`config.mk`:
```
export PLATFORM = sky130hd
export DESIGN_NAME = out_port_arbiter
export DESIGN_NICKNAME = d
export VERILOG_FILES = /design/src/rtl/out_port_arbiter.sv
export SDC_FILE = /design/constraint.sdc
export NUM_CORES = 1
export LEC_CHECK = 0
export ABC_CLOCK_PERIOD_IN_PS = 6800
export BUFFER_PORTS_ARGS = -buffer_cell sky130_fd_sc_hd__buf_2
export CELL_PAD_IN_SITES_DETAIL_PLACEMENT = 1
export CELL_PAD_IN_SITES_GLOBAL_PLACEMENT = 1
export CORE_MARGIN = 2
export CORE_UTILIZATION = 37
export CTS_CLUSTER_DIAMETER = 120
export DETAILED_ROUTE_END_ITERATION = 12
export PLACE_DENSITY_LB_ADDON = 0.08
export SLEW_MARGIN = 20
export SYNTH_ARGS = -nofsm -noshare
export SYNTH_HDL_FRONTEND = slang
export SYNTH_SLANG_ARGS = --single-unit
```
`constraint.sdc`:
```
create_clock -name clk -period 6.8 [get_ports clk]
set_input_delay 0.34 -clock clk [delete_from_list [all_inputs] [get_ports clk]]
set_output_delay 0.34 -clock clk [all_outputs]
set_load 0.02 [all_outputs]
```
`src/rtl/out_port_arbiter.sv`:
```
// Round-robin output-port arbiter with credit-based flow control toward a downstream buffer.
// Optional per-requester grant statistics are built in when OUT_PORT_ARBITER_STATS_EN is defined.
module out_port_arbiter #(
  parameter int N_REQ   = 3,
  parameter int PKT_W   = 16,
  parameter int CREDITS = 4
) (
  input  logic                   clk,
  input  logic                   rst_n,
  input  logic [N_REQ-1:0]       req_valid,
  input  logic [N_REQ*PKT_W-1:0] req_packet,
  output logic [N_REQ-1:0]       req_ready,
  output logic [PKT_W-1:0]       out_packet,
  output logic                   out_valid,
  input  logic                   credit_return,
  output logic [3:0]             credit_cnt,
  output logic                   err_overflow
`ifdef OUT_PORT_ARBITER_STATS_EN
  ,
  input  logic                   stat_clr,
  output logic [N_REQ*8-1:0]     stat_grants
`endif
);

  // Handshake: requester i's packet is taken in any cycle where req_valid[i] and
  // req_ready[i] are both 1; req_ready is one-hot, combinational, and never depends
  // on a same-cycle credit_return (only the registered credit_cnt gates it).

  localparam int              PTR_W      = 2;
  localparam logic [3:0]      CREDIT_MAX = 4'(CREDITS);
  localparam logic [PTR_W-1:0] LAST_IDX  = PTR_W'(N_REQ - 1);

  logic [PTR_W-1:0] rr_ptr;
  logic [PTR_W-1:0] grant_idx;
  logic             grant_any;
  logic [N_REQ-1:0] grant_vec;

  // Search starts at rr_ptr and wraps; first valid requester wins.
  always_comb begin
    int idx;
    idx       = 0;
    grant_any = 1'b0;
    grant_idx = '0;
    grant_vec = '0;
    if (rst_n && (credit_cnt != 4'd0)) begin
      for (int k = 0; k < N_REQ; k++) begin
        idx = (int'(rr_ptr) + k) % N_REQ;
        if (!grant_any && req_valid[idx]) begin
          grant_any      = 1'b1;
          grant_idx      = PTR_W'(idx);
          grant_vec[idx] = 1'b1;
        end
      end
    end
  end

  assign req_ready = grant_vec;

  always_ff @(posedge clk or negedge rst_n) begin
    if (!rst_n) begin
      rr_ptr <= '0;
    end else if (grant_any) begin
      rr_ptr <= (grant_idx == LAST_IDX) ? '0 : grant_idx + 1'b1;
    end
  end

  always_ff @(posedge clk or negedge rst_n) begin
    if (!rst_n) begin
      out_valid  <= 1'b0;
      out_packet <= '0;
    end else begin
      out_valid <= grant_any;
      if (grant_any) begin
        out_packet <= req_packet[grant_idx*PKT_W +: PKT_W];
      end
    end
  end

  // A grant and a returned credit in the same cycle cancel out.
  always_ff @(posedge clk or negedge rst_n) begin
    if (!rst_n) begin
      credit_cnt   <= CREDIT_MAX;
      err_overflow <= 1'b0;
    end else begin
      if (grant_any && !credit_return) begin
        credit_cnt <= credit_cnt - 4'd1;
      end else if (credit_return && !grant_any) begin
        if (credit_cnt == CREDIT_MAX) begin
          err_overflow <= 1'b1;
        end else begin
          credit_cnt <= credit_cnt + 4'd1;
        end
      end
    end
  end

`ifdef OUT_PORT_ARBITER_STATS_EN
  logic [7:0] grant_cnt [N_REQ];

  // Saturating counters; stat_clr takes priority over a same-cycle grant.
  always_ff @(posedge clk or negedge rst_n) begin
    if (!rst_n) begin
      for (int i = 0; i < N_REQ; i++) grant_cnt[i] <= 8'd0;
    end else if (stat_clr) begin
      for (int i = 0; i < N_REQ; i++) grant_cnt[i] <= 8'd0;
    end else begin
      for (int i = 0; i < N_REQ; i++) begin
        if (grant_vec[i] && (grant_cnt[i] != 8'hFF)) grant_cnt[i] <= grant_cnt[i] + 8'd1;
      end
    end
  end

  always_comb begin
    stat_grants = '0;
    for (int i = 0; i < N_REQ; i++) stat_grants[i*8 +: 8] = grant_cnt[i];
  end
`endif

endmodule
```
==> results.txt <==
----------------------------------------------------
[Status]
  Status ... complete, no violations

[Die]
  Number of rows in the core area ... 25
  Total Die Area ... between 5000 and 6000 sq um
  Starting utilization of the core area ... 0.381
  Number of primary I/O pins ... between 70 and 80
  Y dimension of the die ... 73.5 um
  Area of the core ... 4690 sq um
  X dimension of the die ... 73.5 um

[Cells and area]
  Antenna diode count ... 0
  Final cell utilization of the core ... 0.474
  Final Instance Area ... 2220 sq um
  Fillers ... 588
  Net count reported at finish ... 327
  Share of cells above drive strength 1 ... 0.399
  Layout overhead on the synthesized area ... 24.5%

[Clock tree]
  H-tree levels ... 1
  Num CTS Buffers ... 3
  Maximum count of clock buffers along a single path ... 2
  Library cell used as clock root buffer ... clkbuf_8
  Clock Sink Count ... 24
  Insertion delay of the later-clocked pin in the worst-skew pair ... 270 ps
  Hold-fix buffers at CTS ... 0
  TritonCTS clock tree ... yes
  Post-cts repair resize count ... 0
  # Post-CTS Setup Buffers ... 0
  Clock transition at path regs ... around 90 ps

[Critical path]
  Startpoint type of the worst setup path ... flop
  Worst setup path end ... credit_cnt[3]
  Data arrival at the endpoint of the critical path ... 3740 ps
  Cell Chain, Critical Path ... inv_1 -> ha_1 -> maj3_2 -> a2111o_1 -> clkinv_2 -> ha_1 -> ha_1 -> a21o_1 -> a21oi_1 -> xnor2_1 -> nand2_1 -> xnor2_1
  Type of the setup path with the least slack ... reg -> reg
  Critical path's most frequent cell ... ha_1
  Largest stage delay on the critical path ... 470 ps
  Critical R2R Capture ... credit_cnt[3]
  Endpoint required time on the critical path ... slightly below 7000 ps
  Slowest cell on the critical path ... ha_1
  Setup slack, reg-to-reg ... 3220 ps
  Reg-to-reg critical path startpoint ... rr_ptr[0]
  Register-to-Register Path Depth ... 12
  CP max FO ... 36
  Critical path launch point ... rr_ptr[0]
  CP Capture Type ... flop

[Synthesis]
  Number of warning messages in the yosys log ... 0
  Post-Syn Area ... about 1800 sq um
  Complex-gate fraction of the synthesized area ... 0.275
  Distinct cells, synth ... 44
  Post-Syn Instances ... around 200
  Main area contributors after synthesis ... dfrtp_1 (32%), a41oi_2 (10%), nand3_1 (9.2%)
  Count leader, synth ... nand3_1
  Post-synthesis share of cell area spent on full adders, half adders and majority gates ... 0.0735
  Top cells by instance count after synthesis ... nand3_1 (33), dfrtp_1 (23), o21ai_0 (22), nor2_1 (17), a41oi_2 (11)
  FF+latch count, synth ... 24
  Mux share of post-synthesis cell area ... 0.0175
  Async set or reset register ratio after synthesis ... 1.00
  Post-synthesis sequential area ratio ... 0.337
  Top cell type by total area after synthesis ... dfrtp_1
  Predominant post-synthesis flop cell ... dfrtp_1
  Yosys top cell area share ... 0.322
  XOR/XNOR share of the synthesized area ... 0.0196
  Post-synthesis simple-gate area fraction ... 0.202
  Avg Inst Size Synth ... around 9 sq um
  Dominant combinational cell family by area after synthesis ... compound AO/OA/AOI/OAI gates
  Post-synth net total ... 261
  Number of synthesized flops with an enable pin ... 0

[Placed design]
  Final Wtd Congestion ... 0.769
  Number of input and output port buffers inserted ... 78
  Post-detail-place hpwl ... around 3800 um
  Placed Area ... about 2200 sq um

[Timing]
  Total setup violations reported at the end of the flow ... 0
  Worst clock skew on the final layout ... 4.10 ps
  F_max ... about 0.28 GHz
  Final worst path period share ... 0.526
  Final hold violation count ... 0
  Final sum of negative setup slack ... 0 ps
  Max-slew violations ... 0
  Remaining max-slew budget at the tightest pin ... 0.491
  Final Critical Period ... 3580 ps
  Tightest Pin Transition ... 762 ps
  Unrepaired setup endpoints after global routing ... no

[Routing]
  Starting DRC count in detailed routing ... 81
  Avg Vias per Cell ... 5.66
  Number of remaining DRC errors ... 0
  DRT Pass-1 Iters ... 4
  Routed len/inst ... 16.6 um
  Vias post-DR ... 1795
  ANT nets after route ... 0
  Wire length after detailed routing ... 5260 um

[Global route]
  Gr ovfl total ... 0
  Number of antenna violations at the first check in global routing ... 0
  Overall Global Routing Usage ... 0.200
  Maximum number of pins on one net before global-route repair ... 37
  Number of global-route vias before repair ... 1701
  Global-route wire length before repair ... 8370 um

[Flow run]
  Max Cap Viol ... 0

[Power]
  Power density relative to cell area ... ~470 nW/um^2
  Leakage power summed over all cells ... 0.951 nW
  Peak ir drop on the vdd network ... ~220 uV
  Total chip power ... roughly 1.0 mW

[Hold path]
  Path category of the worst min-delay check ... in -> async

----------------------------------------------------
metrics by stage:
stage	cells	hold WS (ps)	worst slack (ps)
2_1_floorplan	198	44.4	3760
3_3_place_gp	313	382	3320
3_5_place_dp	313	394	3190
4_1_cts	317	84.3	3190
5_1_grt	317	106	2970
6_report	317	76.0	3220
placed cells by master, fill, tap and decap left out, types with 2 or more instances in the layout:
| cell type | synthesis | routed |
|---|---|---|
| nand2_1 | 6 | 6 |
| a31oi_1 | 2 | 2 |
| clkbuf_8 | 0 | 3 |
| nor2_2 | 2 | 2 |
| inv_1 | 8 | 8 |
| buf_2 | 5 | 78 |
| a21o_1 | 2 | 2 |
| ha_1 | 8 | 8 |
| and3_1 | 2 | 2 |
| a222oi_1 | 2 | 2 |
| nor2_1 | 17 | 17 |
| mux2i_1 | 2 | 2 |
| a41oi_2 | 11 | 11 |
| a41oi_1 | 5 | 5 |
| a21oi_1 | 3 | 3 |
| dfrtp_1 | 23 | 23 |
| nor3_1 | 2 | 2 |
| nand3_1 | 33 | 33 |
| xnor2_1 | 4 | 4 |
| o21ai_0 | 22 | 21 |
| nor2b_1 | 5 | 5 |
area by class of cell:
type / instances / area [sq um] / area share
clock buffer: 3 / 41.3 / 0.0186
sequential: 24 / 602 / 0.271
tap: 54 / 67.6 / 0.0304
timing repair buffer: 79 / 398 / 0.179
multi-input combinational: 147 / 1050 / 0.472
inverter: 9 / 35.0 / 0.0157
clock inverter: 1 / 30.0 / 0.0135
state kept, by name, indices dropped and copies added (netlist names):
name,count
out_packet,16
err_overflow,1
credit_cnt,4
rr_ptr,2
out_valid,1
worst min-delay path by stage:
stage               start            end  slack [ps]  cells past startpoint
finish              rst_n   err_overflow          80                      1
global route        rst_n  out_packet[5]         110                      1
CTS                 rst_n   err_overflow          80                      1
detailed placement  rst_n  out_packet[5]         390                      1
global placement    rst_n  out_packet[5]         380                      1
floorplan           rst_n  credit_cnt[0]          40                      0
routing by layer:
metal | track usage | share of wire
met1 | 0.284 | 0.47
met2 | 0.322 | 0.47
met3 | 0.0316 | 0.049
met4 | 0.0424 | 0.0080
met5 | 0 | 0
logic make-up after synthesis:
family                     after synthesis
AOI/OAI and AO/OA                       57
xor gates and xnor gates                 4
adders and majority gates               10
buffers and inverters                   27
DFF                                     24
muxes                                    3
and+or+nand+nor                         73
power by group:
part / internal [mW] / leakage [nW] / switching, mW
sequential: 0.219 / 0.271 / 0.0518
clock: 0.0788 / 0.0357 / 0.0498
combinational: 0.238 / 0.645 / 0.399
critical path: cells and delay by family (launching register included):
kind	cells	cell delay (ps)
compound gates	3	800
buf+inv	2	490
flops	1	390
xor+xnor	2	280
simple gates	1	80
fa+ha+maj	4	1420
(Power assumes the default switching activity.)
